==> src/rtl/alu_bit_slice.sv <==
// ---------------------------------------------------------------------------
// alu_bit_slice
//   Registered bit-slice ALU: a ripple chain of WIDTH one-bit slices, each
//   built from a fullAdder, a mux2_1 (B or ~B, chosen by sel[0]) and a mux8_1
//   result selector. Results and flags are registered with one-cycle latency.
//
//   Operations (sel):
//     000 R=B   010 R=A+B+cin   011 R=A+~B+cin   100 R=A&B
//     101 R=A|B 110 R=A^B       001/111 R=0
//   cin is passed through untouched; subtraction is two's complement only
//   when the caller drives cin=1.
//
//   Optional feature macro: ALU_BIT_SLICE_FLAGS_EN
//     defined   -> zero/negative/overflow flags are computed and registered
//     undefined -> zero/negative/overflow tied to 0, their logic omitted
//
// Ports:
//   clk        in   sole clock, rising edge
//   reset      in   synchronous active-high reset (priority over in_valid)
//   in_valid   in   A/B/cin/sel valid this cycle
//   A, B       in   operands [WIDTH-1:0]
//   cin        in   carry into bit 0
//   sel        in   operation select [2:0]
//   out_valid  out  registered result valid
//   R          out  registered result [WIDTH-1:0]
//   cout       out  registered carry out of MSB (arith ops only)
//   overflow   out  registered signed overflow (arith ops only)
//   zero       out  registered R==0
//   negative   out  registered R[WIDTH-1]
// ---------------------------------------------------------------------------

module fullAdder (
  input  logic a,
  input  logic b,
  input  logic cin,
  output logic sum,
  output logic cout
);
  assign sum  = a ^ b ^ cin;
  assign cout = (a & b) | (a & cin) | (b & cin);
endmodule

module mux2_1 (
  input  logic d0,
  input  logic d1,
  input  logic sel,
  output logic y
);
  assign y = sel ? d1 : d0;
endmodule

module mux8_1 (
  input  logic [7:0] d,
  input  logic [2:0] sel,
  output logic       y
);
  assign y = d[sel];
endmodule

module alu_bit_slice #(
  parameter int unsigned WIDTH = 8
) (
  input  logic             clk,
  input  logic             reset,
  input  logic             in_valid,
  input  logic [WIDTH-1:0] A,
  input  logic [WIDTH-1:0] B,
  input  logic             cin,
  input  logic [2:0]       sel,
  output logic             out_valid,
  output logic [WIDTH-1:0] R,
  output logic             cout,
  output logic             overflow,
  output logic             zero,
  output logic             negative
);

  // carry[i] is the carry into bit i; carry[WIDTH] leaves the MSB
  logic [WIDTH:0]   carry;
  logic [WIDTH-1:0] slice_r;
  logic             is_arith;

  assign carry[0] = cin;
  assign is_arith = (sel[2:1] == 2'b01);

  for (genvar i = 0; i < WIDTH; i++) begin : g_slice
    logic b_sel;
    logic sum;

    mux2_1 u_bmux (
      .d0  (B[i]),
      .d1  (~B[i]),
      .sel (sel[0]),
      .y   (b_sel)
    );

    fullAdder u_fa (
      .a    (A[i]),
      .b    (b_sel),
      .cin  (carry[i]),
      .sum  (sum),
      .cout (carry[i+1])
    );

    // Both 010 and 011 select the adder; sel[0] already chose B or ~B.
    mux8_1 u_rmux (
      .d   ({1'b0, A[i] ^ B[i], A[i] | B[i], A[i] & B[i],
             sum, sum, 1'b0, B[i]}),
      .sel (sel),
      .y   (slice_r[i])
    );
  end

  logic             valid_d, valid_q;
  logic [WIDTH-1:0] r_d, r_q;
  logic             cout_d, cout_q;

  always_comb begin
    valid_d = in_valid;
    r_d     = r_q;
    cout_d  = cout_q;
    if (in_valid) begin
      r_d    = slice_r;
      cout_d = is_arith & carry[WIDTH];
    end
  end

  always_ff @(posedge clk) begin
    if (reset) begin
      valid_q <= 1'b0;
      r_q     <= '0;
      cout_q  <= 1'b0;
    end else begin
      valid_q <= valid_d;
      r_q     <= r_d;
      cout_q  <= cout_d;
    end
  end

  assign out_valid = valid_q;
  assign R         = r_q;
  assign cout      = cout_q;

`ifdef ALU_BIT_SLICE_FLAGS_EN
  logic overflow_d, overflow_q;
  logic zero_d, zero_q;
  logic negative_d, negative_q;

  always_comb begin
    overflow_d = overflow_q;
    zero_d     = zero_q;
    negative_d = negative_q;
    if (in_valid) begin
      overflow_d = is_arith & (carry[WIDTH-1] ^ carry[WIDTH]);
      zero_d     = (slice_r == '0);
      negative_d = slice_r[WIDTH-1];
    end
  end

  always_ff @(posedge clk) begin
    if (reset) begin
      overflow_q <= 1'b0;
      zero_q     <= 1'b0;
      negative_q <= 1'b0;
    end else begin
      overflow_q <= overflow_d;
      zero_q     <= zero_d;
      negative_q <= negative_d;
    end
  end

  assign overflow = overflow_q;
  assign zero     = zero_q;
  assign negative = negative_q;
`else
  assign overflow = 1'b0;
  assign zero     = 1'b0;
  assign negative = 1'b0;
`endif

endmodule

==> config.mk <==
export PLATFORM = sky130hd
export DESIGN_NAME = alu_bit_slice
export DESIGN_NICKNAME = d
export VERILOG_FILES = /design/src/rtl/alu_bit_slice.sv
export SDC_FILE = /design/constraint.sdc
export NUM_CORES = 1
export LEC_CHECK = 0
export ABC_CLOCK_PERIOD_IN_PS = 12600
export CORE_ASPECT_RATIO = 2
export CORE_UTILIZATION = 44
export CTS_BUF_LIST = sky130_fd_sc_hd__clkbuf_4
export DETAILED_ROUTE_END_ITERATION = 8
export HOLD_SLACK_MARGIN = 0.08
export MAX_ROUTING_LAYER = met4
export PLACE_DENSITY_LB_ADDON = 0.15
export SYNTH_ARGS = -nofsm -noshare
export SYNTH_HDL_FRONTEND = slang
export SYNTH_SLANG_ARGS = --single-unit
==> constraint.sdc <==
create_clock -name clk -period 12.6 [get_ports clk]
set_input_delay 3.15 -clock clk [delete_from_list [all_inputs] [get_ports clk]]
set_output_delay 3.15 -clock clk [all_outputs]
set_load 0.02 [all_outputs]
# Yosys cells after proc, flatten, opt, wreduce, memory -nomap -nowiden
# Cells that the tools add are included.
# Widths: inputs -> output; s select.
# word_totals
output_inout_bits	13
in_bits	23
reg_bits	10
word_cells	118
# classes
n_mux	24
order_cmp	1
bitwise_logic	89
eq_ne	1
# op_table
operator	n
$and 1x1->1	33
$bmux 1 s3	8
$or 1x1->1	24
$xor 1x1->1	24
$mux 1	16
$not 1->1	8
$lt 3x4->1 const B	1
$eq 2x1->1 const B	1

# Longest topological paths before layout
# Gate-level depths: netlist of the first run.
# logic_depth
ltp_word	27
ltp_mapped	16
ltp_nobuf	15

# Cells and area by module
# Synthesis of the first run repeated with hierarchy kept, for this count alone.
# hier_totals
cells_unflattened	116
area_unflattened_um2	1458.9
# by_module_without_submodules
module	seq_area_each_um2	cells_per_inst	area_per_inst_um2	instances
alu_bit_slice	200.2	76	668.1	1
mux8_1	0.0	3	63.8	8
fullAdder	0.0	1	20.0	8
mux2_1	0.0	1	15.0	8

# Least setup slack after synthesis of the first run
# OpenSTA, ideal clock, no wires.
# synth_timing
path_kind	in2reg
start	in sel[0]
end	reg r_q[7] (netlist: R[7])
slack_ns	5.731
n_path_buf	1
arrival_ns	6.773
required_ns	12.505
path_stages	16
setup_ns	0.095
path_cell_list	buf_6 -> inv_1 -> ha_1 -> inv_1 -> fa_1 -> fa_1 -> inv_1 -> fa_1 -> fa_1 -> fa_1 -> fa_1 -> fa_1 -> fa_1 -> nand2_1 -> o21ai_1 -> a221oi_1
# synth_between
elab_chain_len	25
elab_cells_between_ends	46
cone_classes	mux (10); bitwise (36)
# synth_lines
item	line_no	rtl
start: declaration	69	input logic [2:0] sel,
$mux 1	49	assign y = sel ? d1 : d0;
$and 1x1->1	40	assign cout = (a & b) | (a & cin) | (b & cin);
$or 1x1->1 (2 in series)	40	
$and 1x1->1	40	
$or 1x1->1 (2 in series)	40	
$and 1x1->1	40	
$or 1x1->1 (2 in series)	40	
$and 1x1->1	40	
(+3 left out)	n/a	
$or 1x1->1 (2 in series)	40	
$and 1x1->1	40	
$or 1x1->1 (2 in series)	40	
$and 1x1->1	40	
$or 1x1->1 (2 in series)	40	
$xor 1x1->1	39	assign sum = a ^ b ^ cin;
$bmux 1 s3 *	57	assign y = d[sel];
$mux 1 (not written as such) *	57	
end signal: assignment	135	r_q <= r_d;
end: declaration	115	logic [WIDTH-1:0] r_d, r_q;
# Mark *: on every way between the ends. The rest lies on a longest branch, timed or not. The select of a mux whose other input is x is not followed.
# A chain may end at the register's enable or synchronous reset.

# Worst setup path in the final report of the first run
# Same ends and word-level chain as after synthesis.

==> summary.md, run 1 <==
| Metric | Value |
|---|---|
| RR Startpoint | R[0]$_SDFFE_PP0P_ |
| Worst-Margin Slew | 0.8589 ns |
| CP Data Arrival Time | 8.03 ns |
| First-pass GRT wire length | 4.519 mm |
| GRT Total Usage | 0.2127 |
| Relative slew slack | 0.4256 |
| Clock transition at path regs | 0.07 ns |
| Critical path origin | sel[0] |
| R2R Setup Slk | 11.88 ns |
| Routed len/inst | 14.41 microns |
| Largest net degree at the start of global routing | 27 |
| Die Y | 78.95 microns |
| Vias post-DR | 1053 |
| Drt first-iter violations | 16 |
| Vias in the first global route | 1060 |
| Worst setup path end | R[7]$_SDFFE_PP0P_ |
| FP Rows | 27 |
| R2r worst-path depth | 2 |
| Post-synthesis sequential area ratio | 0.1537 |
| Fin crit share | 0.6222 |
| Flops & latches, synth | 10 |
| Avg Synthesized Cell Area | 9.238 sq um |
| Clk root buf | clkbuf_4 |
| Grt total ovfl | 0 |
| Final hold vios | 0 |
| Die width | 40.47 microns |
| 1st-pass router iterations | 2 |
| Final setup vio count | 0 |
| I/O Buffers | 32 |
| CP Launch Type | input pin |
| Clock latency on the worst-skew pair | 0.28 ns |
| Yosys warns | 0 |
| Antenna violations before repair | 0 |
| H-tree levels | 1 |
| Resized cells post-CTS | 0 |
| Final total power | 112.3 uW |
| DP Wirelength | 2.327 mm |
| Synth-to-Final Area Change | 23.82% |
| DRT antenna net count | 0 |
| Final Max Slew Viols | 0 |
| Diode count | 0 |
| Max Cap Viol | 0 |
| Sink Count | 10 |
| Via density | 5.318 |
| Peak supply drop | 0.05544 mV |
| IO Count | 36 |
| Layout cells sized above 1 | 0.06509 |
| Post-synthesis cell count | 141 |
| CP Max Fanout | 20 |
| Postcts setup bufs | 0 |
| DIE AREA | 3195 sq um |
| F_max | 127.6 MHz |
| Status | finished, final reports clean |
| Post-route minimum period | 7.839 ns |
| Leak pwr | 0.0007732 uW |
| DRC errors left | 0 |
| Core Area | 2770 sq um |
| Post-Syn Area | 1302 sq um |
| Worst Hold Class | flip-flop to flip-flop |
| Post-Route WL | 2.854 mm |
| Commonest non-fill, non-tap cells in the layout | 32 x clkdlybuf4s50_1, 24 x ha_1, 22 x inv_1 |
| R2r endpoint | R[0]$_SDFFE_PP0P_ |
| Req. time, crit path | 12.79 ns |
| RSZ-0062 raised after global routing | no |
| Layout net count | 225 |
| Setup CP Type | input pin to flip-flop |
| Bufs on Longest Clock Path | 2 |
| Worst Clk Skew | 0 ns |
| Critical Path End Type | flip-flop |
| # hold bufs at CTS | 0 |
| Commonest non-fill, non-tap cell in the layout | clkdlybuf4s50_1 |
| Final setup TNS | 0 ns |
| Starting density of the core | 0.4702 |
| CTS Buf Count | 3 |
| GPL Wtd Cong | 0.8383 |
| Post-synthesis cell type count | 31 |
| CTS tree | done |
| Power per Cell Area | 69.62 nW/um^2 |
[cell usage after synthesis]
| cell type | n | area (sq um) |
|---|---|---|
| nand2b_4 | 1 | 13.76 |
| buf_4 | 5 | 37.54 |
| and2_1 | 1 | 6.260 |
| nand3b_1 | 2 | 15.01 |
| nand2b_1 | 5 | 31.28 |
| and2_0 | 1 | 6.260 |
| nor3b_1 | 1 | 7.510 |
| clkbuf_1 | 1 | 3.750 |
| a221oi_1 | 1 | 8.760 |
| buf_6 | 3 | 33.78 |
| fa_1 | 8 | 160.2 |
| inv_1 | 22 | 82.58 |
| nor2b_2 | 1 | 8.760 |
| mux2i_1 | 1 | 10.01 |
| o311a_1 | 2 | 20.02 |
| dfxtp_1 | 10 | 200.2 |
| conb_1 | 1 | 3.750 |
| a21oi_1 | 6 | 30.03 |
| nor2b_4 | 1 | 13.76 |
| o21bai_1 | 6 | 45.04 |
| a21o_1 | 3 | 22.52 |
| o32ai_1 | 2 | 17.52 |
| nor2_1 | 6 | 22.52 |
| a211o_1 | 3 | 26.28 |
| a221oi_2 | 5 | 75.07 |
| buf_2 | 1 | 5.000 |
| mux2_1 | 2 | 22.52 |
| o21ai_1 | 8 | 40.04 |
| nor2b_1 | 1 | 6.260 |
| ha_1 | 24 | 300.3 |
| nand2_1 | 7 | 26.28 |
[worst min path at each step]
stage | start | to | slack [ns] | depth (start not counted)
after floorplan | R[0]$_SDFFE_PP0P_ | R[0]$_SDFFE_PP0P_ | 0.55 | 2
after global placement | R[0]$_SDFFE_PP0P_ | R[0]$_SDFFE_PP0P_ | 0.47 | 2
after detailed placement | R[1]$_SDFFE_PP0P_ | R[1]$_SDFFE_PP0P_ | 0.48 | 2
after CTS | R[1]$_SDFFE_PP0P_ | R[1]$_SDFFE_PP0P_ | 0.49 | 2
after global routing | R[1]$_SDFFE_PP0P_ | R[1]$_SDFFE_PP0P_ | 0.51 | 2
final | R[1]$_SDFFE_PP0P_ | R[1]$_SDFFE_PP0P_ | 0.49 | 2
[routing by layer]
metal  wire (microns)  share of wire  GRT usage
met2             1615           0.57     0.3730
met5                0              0          -
met4               71          0.025     0.1000
met3               78          0.027    0.01676
met1             1089           0.38     0.2179
[registers in the layout, summed over array words and instances (netlist names)]
register and cells:
out_valid 1, R 8, cout 1
[stage by stage]
step                cell area, sq um  worst slack, ns  cells  utilization  hold slack, ns
floorplan                       1310            5.731    143            -          0.5505
global placement                1587            4.545    194       0.5727          0.4744
detailed placement              1587            4.413    194       0.5727          0.4822
CTS                             1613            4.706    198       0.5822          0.4932
global route                    1613            4.484    198       0.5822          0.5140
finish                          1613            4.761    198       0.5822          0.4870
[power by group]
part,total (uW),internal [uW],switching [uW],leakage [uW]
registers,35.3,34.1,1.19,0.0000828
clock network,25.3,11.5,13.7,0.0000154
logic,51.7,25.1,26.6,0.000675
[kinds of logic (layout without fill, tap and decap cells)]
logic type,after synthesis,after routing,share of synthesized area
simple gates,27,27,0.1210
fa+ha+maj,32,32,0.3535
buf+inv,32,58,0.1249
compound gates,36,36,0.2190
mux,3,3,0.02498
other cells,1,3,0.002879
flops,10,10,0.1537
[final cells by class]
type / count / area (sq um)
clock buffers: 3 / 22.52
clock inverters: 1 / 3.754
fillers: 240 / 1157
inverters: 22 / 82.58
multi-input cells: 101 / 947.2
flip-flops and latches: 10 / 200.2
well taps: 29 / 36.28
repair buffers: 32 / 320.3
[critical path: stages]
cell and delay (ns):
clkdlybuf4s50_1 0.91, inv_1 0.33, ha_1 0.35, inv_1 0.07, fa_1 0.19, fa_1 0.16, inv_1 0.05, fa_1 0.37
fa_1 0.40, fa_1 0.39, fa_1 0.39, fa_1 0.39, fa_1 0.43, nand2_1 0.08, o21ai_1 0.09, a221oi_1 0.29
Note: power is estimated with default switching activity, not from simulation.
==> run 2, diff against run 1 <==
ABC_CLOCK_PERIOD_IN_PS = 7300   (was 12600)
clock period = 7.3 ns   (was 12.6 ns; I/O delays follow)
==> run 2 against run 1 <==
Via count up 2.4%. Die area did not move. Wire length is 5.0% higher. Combinational power is 77% higher. Worst setup slack worse by 3.6 ns. Total power grew 72%. Clock power increased by 60%. Clock skew is the same. Count of clock-buffer cells in the layout unchanged. Non-clock buffer count up 1. First-iteration DRC count fell by 44%. Sequential cell count is the same.
==> summary.md, run 2 (synthesis results as in run 1) <==
| Metric | Value |
|---|---|
| Status | finished, final reports clean |
| R2R Setup Slk | 6.57 ns (-5.31 ns) |
| Die width | 40.47 microns (unchanged) |
| DP Wirelength | 2.440 mm (+4.9%) |
| Diode count | 0 (unchanged) |
| Post-Route WL | 2.997 mm (+5.0%) |
| Antenna violations before repair | 0 (unchanged) |
| Core Area | 2770 sq um (unchanged) |
| Final setup TNS | 0 ns (unchanged) |
| CP Launch Type | input pin |
| Starting density of the core | 0.4702 (unchanged) |
| Top sig layer | met4 |
| Crit-path max cell delay | 0.45 ns (-0.46 ns) |
| Vias post-DR | 1078 (+2.4%) |
| Drt first-iter violations | 9 (-7) |
| Bufs on Longest Clock Path | 2 (unchanged) |
| Critical Path End Type | flip-flop |
| Largest net degree at the start of global routing | 27 (unchanged) |
| Final Max Slew Viols | 0 (unchanged) |
| Layout net count | 226 (+0.44%) |
| Clock latency on the worst-skew pair | 0.26 ns (-0.02 ns) |
| Clock transition at path regs | 0.07 ns (about the same) |
| Postcts setup bufs | 0 (unchanged) |
| DIE AREA | 3195 sq um (unchanged) |
| 1st-pass router iterations | 4 (+2) |
| CTS tree | done |
| Post-route minimum period | 6.165 ns |
| Sink Count | 10 (unchanged) |
| Via density | 5.417 (+1.9%) |
| IO Count | 36 (unchanged) |
| Die Y | 78.95 microns (unchanged) |
| Critical-path top delay cell | clkdlybuf4s50_1 |
| H-tree levels | 1 (unchanged) |
| R2r worst-path depth | 2 (unchanged) |
| Worst setup path end | R[7]$_SDFFE_PP0P_ |
| DRT antenna net count | 0 (unchanged) |
| Most Frequent Cell on Critical Path | fa_1 |
| Vias in the first global route | 1118 (+5.5%) |
| FP Rows | 27 (unchanged) |
| DRC errors left | 0 (unchanged) |
| Commonest non-fill, non-tap cell in the layout | clkdlybuf4s50_1 |
| First-pass GRT wire length | 4.726 mm (+4.6%) |
| Fin crit share | 0.8445 |
| Met2 routed WL | 1.781 mm (+10%) |
| CP Max Fanout | 20 (unchanged) |
| Routed len/inst | 15.06 microns (+4.5%) |
| Commonest non-fill, non-tap cells in the layout | 32 x clkdlybuf4s50_1, 24 x ha_1, 22 x inv_1 |
| I/O Buffers | 32 (unchanged) |
| Final setup vio count | 0 (unchanged) |
| Setup CP Type | input pin to flip-flop |
| Worst Hold Class | flip-flop to flip-flop |
| RR Startpoint | R[7]$_SDFFE_PP0P_ |
| Peak supply drop | 0.06996 mV (+26%) |
| Critical path origin | sel[0] |
| R2r endpoint | R[7]$_SDFFE_PP0P_ |
| Layout cells sized above 1 | 0.07059 (+0.005499) |
| Worst hold-check slack | 0.4822 ns (-0.004839 ns) |
| Worst-Margin Slew | 0.8956 ns (+0.03674 ns) |
| RSZ-0062 raised after global routing | no |
| Wl on met1 | 1.079 mm (-0.92%) |
| CP Data Arrival Time | 6.34 ns (-1.69 ns) |
| Resized cells post-CTS | 0 (unchanged) |
| Largest register FFs | 8 (unchanged) |
| GRT Total Usage | 0.2159 (+0.003204) |
| Crit-path cells | clkdlybuf4s50_1 > buf_4 > inv_1 > ha_1 > inv_1 > fa_1 > fa_1 > inv_1 > fa_1 > fa_1 > fa_1 > fa_1 > fa_1 > fa_1 > nand2_1 > o21ai_1 > a221oi_1 |
| Grt total ovfl | 0 (unchanged) |
| Leak pwr | 0.0007780 uW (+0.62%) |
| Fillers | 276 (+15%) |
| GPL Wtd Cong | 0.8171 (-2.5%) |
| Clk root buf | clkbuf_4 |
| Final hold vios | 0 (unchanged) |
| F_max | 162.2 MHz |
| Relative slew slack | 0.4011 (-0.02457) |
| # hold bufs at CTS | 0 (unchanged) |
| Worst Clk Skew | 0 ns (unchanged) |
| Wire length on met3 | 112 microns (+44%) |
| CTS Buf Count | 3 (unchanged) |
| Power per Cell Area | 119.1 nW/um^2 (+71%) |
| Req. time, crit path | 7.47 ns (-5.32 ns) |
| Max Cap Viol | 0 (unchanged) |
| Synth-to-Final Area Change | 24.40% |
-- run 2: where the power goes --
part	total [uW]	internal [uW]	switching (uW)
combinational	91.3	44.1	47.1
clock	40.6	19.8	20.8
sequential	61.1	58.9	2.18
total	193	123	70.1
-- run 2: routing by layer --
layer  vias up  track usage
met5         -            -
met4         0      0.06333
met3         2      0.01955
met2        27       0.4032
met1       522       0.2124
li1        527            -
-- run 2: how the worst min path moves through the flow --
stage,slack (ns),end,startpoint,cells past startpoint
after floorplan,0.55,R[0]$_SDFFE_PP0P_,R[0]$_SDFFE_PP0P_,2
after global placement,0.47,R[0]$_SDFFE_PP0P_,R[0]$_SDFFE_PP0P_,2
after detailed placement,0.47,R[1]$_SDFFE_PP0P_,R[1]$_SDFFE_PP0P_,2
after CTS,0.48,R[1]$_SDFFE_PP0P_,R[1]$_SDFFE_PP0P_,2
after global routing,0.50,R[0]$_SDFFE_PP0P_,R[0]$_SDFFE_PP0P_,2
final,0.48,R[1]$_SDFFE_PP0P_,R[1]$_SDFFE_PP0P_,2
-- run 2: worst max-delay path: cells and delay by family --
kind / cells / cell delay, ns
adders and majority gates: 9 / 3.04
buffers and inverters: 5 / 1.00
AOI/OAI and AO/OA: 2 / 0.39
and+or+nand+nor: 1 / 0.07
-- run 2: metrics by stage --
stage               worst slack (ns)  utilization  std cells  total power (uW)  area (sq um)
global route                  0.8502       0.5849        199             208.9          1620
CTS                            1.134       0.5849        199             196.6          1620
finish                         1.135       0.5849        199             192.9          1620
floorplan                      1.756            -        143             120.9          1310
detailed placement            0.8538       0.5754        195             154.7          1594
global placement              0.9948       0.5754        195             150.1          1594
-- run 2: cell type report --
cell class	count	area, sq um	area share
clock buffer	3	22.52	0.01390
clock inverter	1	3.754	0.002317
inverter	22	82.58	0.05097
multi-input combinational	101	947.2	0.5846
sequential	10	200.2	0.1236
tap	29	36.28	0.02239
timing repair buffer	33	327.8	0.2023
==> run 3, diff against run 2 <==
ABC_CLOCK_PERIOD_IN_PS = 6200   (was 7300)
clock period = 6.2 ns   (was 7.3 ns; I/O delays follow)
==> run 3 against run 2 <==
Wire length increased by 2.6%. Largest cell class unchanged. Sequential share of layout area unchanged. Worst hold slack got worse by 0.0010 ns.
==> summary.md, run 3 (synthesis results as in run 1) <==
| Metric | Value |
|---|---|
| RSZ-0062 raised after global routing | no |
| Worst Clk Skew | 0 ns (unchanged) |
| CP Max Fanout | 8 (-60%) |
| Clk root buf | clkbuf_4 |
| Sink Count | 10 (unchanged) |
| R2R Setup Slk | 5.43 ns (-1.14 ns) |
| Drt first-iter violations | 23 (+14) |
| Vias in the first global route | 1067 (-4.6%) |
| Footprint of the multi-input gates | 947.2 sq um (unchanged) |
| Antenna violations before repair | 0 (unchanged) |
| Worst hold stages | 2 (unchanged) |
| CTS Buf Count | 3 (unchanged) |
| Setup CP Type | input pin to flip-flop |
| Largest register FFs | 8 (unchanged) |
| DRT antenna net count | 0 (unchanged) |
| I/O Buffers | 32 (unchanged) |
| Commonest non-fill, non-tap cell in the layout | clkdlybuf4s50_1 |
| Fin crit share | 0.9101 |
| Worst-Margin Slew | 0.9326 ns (+0.03698 ns) |
| Final setup TNS | 0 ns (unchanged) |
| H-tree levels | 1 (unchanged) |
| Area occupied by registers | 200.2 sq um (unchanged) |
| Vias post-DR | 1094 (+1.5%) |
| Starting density of the core | 0.4702 (unchanged) |
| 1st-pass router iterations | 4 (unchanged) |
| FP Rows | 27 (unchanged) |
| Layout cells sized above 1 | 0.07059 (unchanged) |
| R2r worst-path depth | 2 (unchanged) |
| DIE AREA | 3195 sq um (unchanged) |
| Largest net degree at the start of global routing | 27 (unchanged) |
| Die Y | 78.95 microns (unchanged) |
| Final setup vio count | 0 (unchanged) |
| Hold Startpoint | R[1]$_SDFFE_PP0P_ |
| DRC errors left | 0 (unchanged) |
| CP Data Arrival Time | 5.82 ns (-0.52 ns) |
| Post-route minimum period | 5.642 ns |
| Layout net count | 226 (unchanged) |
| F_max | 177.2 MHz |
| Post-Route WL | 3.074 mm (+2.6%) |
| Commonest non-fill, non-tap cells in the layout | 32 x clkdlybuf4s50_1, 24 x ha_1, 22 x inv_1 |
| Clock latency on the worst-skew pair | 0.27 ns (about the same) |
| Fillers | 258 (-6.5%) |
| Diode count | 0 (unchanged) |
| Peak supply drop | 0.09324 mV (+33%) |
| Final hold vios | 0 (unchanged) |
| Core Area | 2770 sq um (unchanged) |
| Final Max Slew Viols | 0 (unchanged) |
| RR Startpoint | R[0]$_SDFFE_PP0P_ |
| Hold endpoint | R[1]$_SDFFE_PP0P_ |
| Worst Hold Class | flip-flop to flip-flop |
| Bufs on Longest Clock Path | 2 (unchanged) |
| Via density | 5.497 (+1.5%) |
| Critical Path End Type | flip-flop |
| Grt total ovfl | 0 (unchanged) |
| Req. time, crit path | 6.37 ns (-1.10 ns) |
| # hold bufs at CTS | 0 (unchanged) |
| Die width | 40.47 microns (unchanged) |
| Relative slew slack | 0.3763 (-0.02473) |
| Status | finished, final reports clean |
| Postcts setup bufs | 0 (unchanged) |
| Fin util | 0.5849 (unchanged) |
| GPL Wtd Cong | 0.7947 (-2.7%) |
| Clock transition at path regs | 0.08 ns (about the same) |
| First-pass GRT wire length | 4.671 mm (-1.2%) |
| Max Cap Viol | 0 (unchanged) |
| Final cell count without fillers | 199 (unchanged) |
| IO Count | 36 (unchanged) |
| Power per Cell Area | 140.5 nW/um^2 (+18%) |
| R2r endpoint | R[0]$_SDFFE_PP0P_ |
| Leak pwr | 0.0007780 uW (unchanged) |
| Placed Cells | 195 (unchanged) |
| DP Wirelength | 2.439 mm (about the same) |
| Routed len/inst | 15.45 microns (+2.6%) |
| Resized cells post-CTS | 0 (unchanged) |
| GRT Total Usage | 0.2164 (+0.0005397) |
| CP Launch Type | input pin |
| Synth-to-Final Area Change | 24.40% (unchanged) |
| CTS tree | done |
-- run 3: critical path, cell delays in order --
cell and delay [ns]:
clkdlybuf4s50_1 0.48, inv_1 0.15, ha_1 0.31, inv_1 0.07
fa_1 0.18, fa_1 0.16, inv_1 0.05, fa_1 0.38
fa_1 0.40, fa_1 0.40, fa_1 0.39, fa_1 0.39
fa_1 0.43, nand2_1 0.07, o21ai_1 0.08, a221oi_1 0.32
-- run 3: cell type report --
type | count | share of cell area
Multi-Input combinational cell | 101 | 0.5846
Timing Repair Buffer | 33 | 0.2023
Sequential cell | 10 | 0.1236
Inverter | 22 | 0.05097
Tap cell | 29 | 0.02239
Clock buffer | 3 | 0.01390
Clock inverter | 1 | 0.002317
-- run 3: power breakdown --
| part | leakage (uW) | internal (uW) | switching (uW) | total (uW) |
|---|---|---|---|---|
| registers | 0.0000828 | 69.3 | 2.67 | 72.0 |
| logic | 0.000680 | 51.4 | 55.4 | 107 |
| clock network | 0.0000154 | 23.3 | 25.5 | 48.7 |
-- run 3: worst max-delay path by stage --
stage	startpoint	end	slack (ns)	cells past startpoint
after floorplan	sel[0]	R[7]$_SDFFE_PP0P_	0.93	16
after global placement	sel[0]	R[7]$_SDFFE_PP0P_	0.43	16
after detailed placement	sel[0]	R[7]$_SDFFE_PP0P_	0.28	16
after CTS	sel[0]	R[7]$_SDFFE_PP0P_	0.57	16
after global routing	sel[0]	R[7]$_SDFFE_PP0P_	0.37	16
final	sel[0]	R[7]$_SDFFE_PP0P_	0.56	16
-- run 3: routing by layer --
layer,up-vias,share of wire,track usage
met4,0,0.0065,0.07000
met3,2,0.043,0.02514
met5,-,0,-
li1,529,-,-
met2,27,0.58,0.4016
met1,536,0.37,0.2088
-- run 3: per-stage QoR --
stage	total power, uW	setup slack (ns)	cell area, sq um	hold WS (ns)
finish	227.6	0.5577	1620	0.4812
global route	244.5	0.3733	1620	0.5051
CTS	229.6	0.5656	1620	0.4841
detailed placement	181.4	0.2814	1594	0.4763
global placement	176.9	0.4256	1594	0.4671
floorplan	142.4	0.9314	1310	0.5505
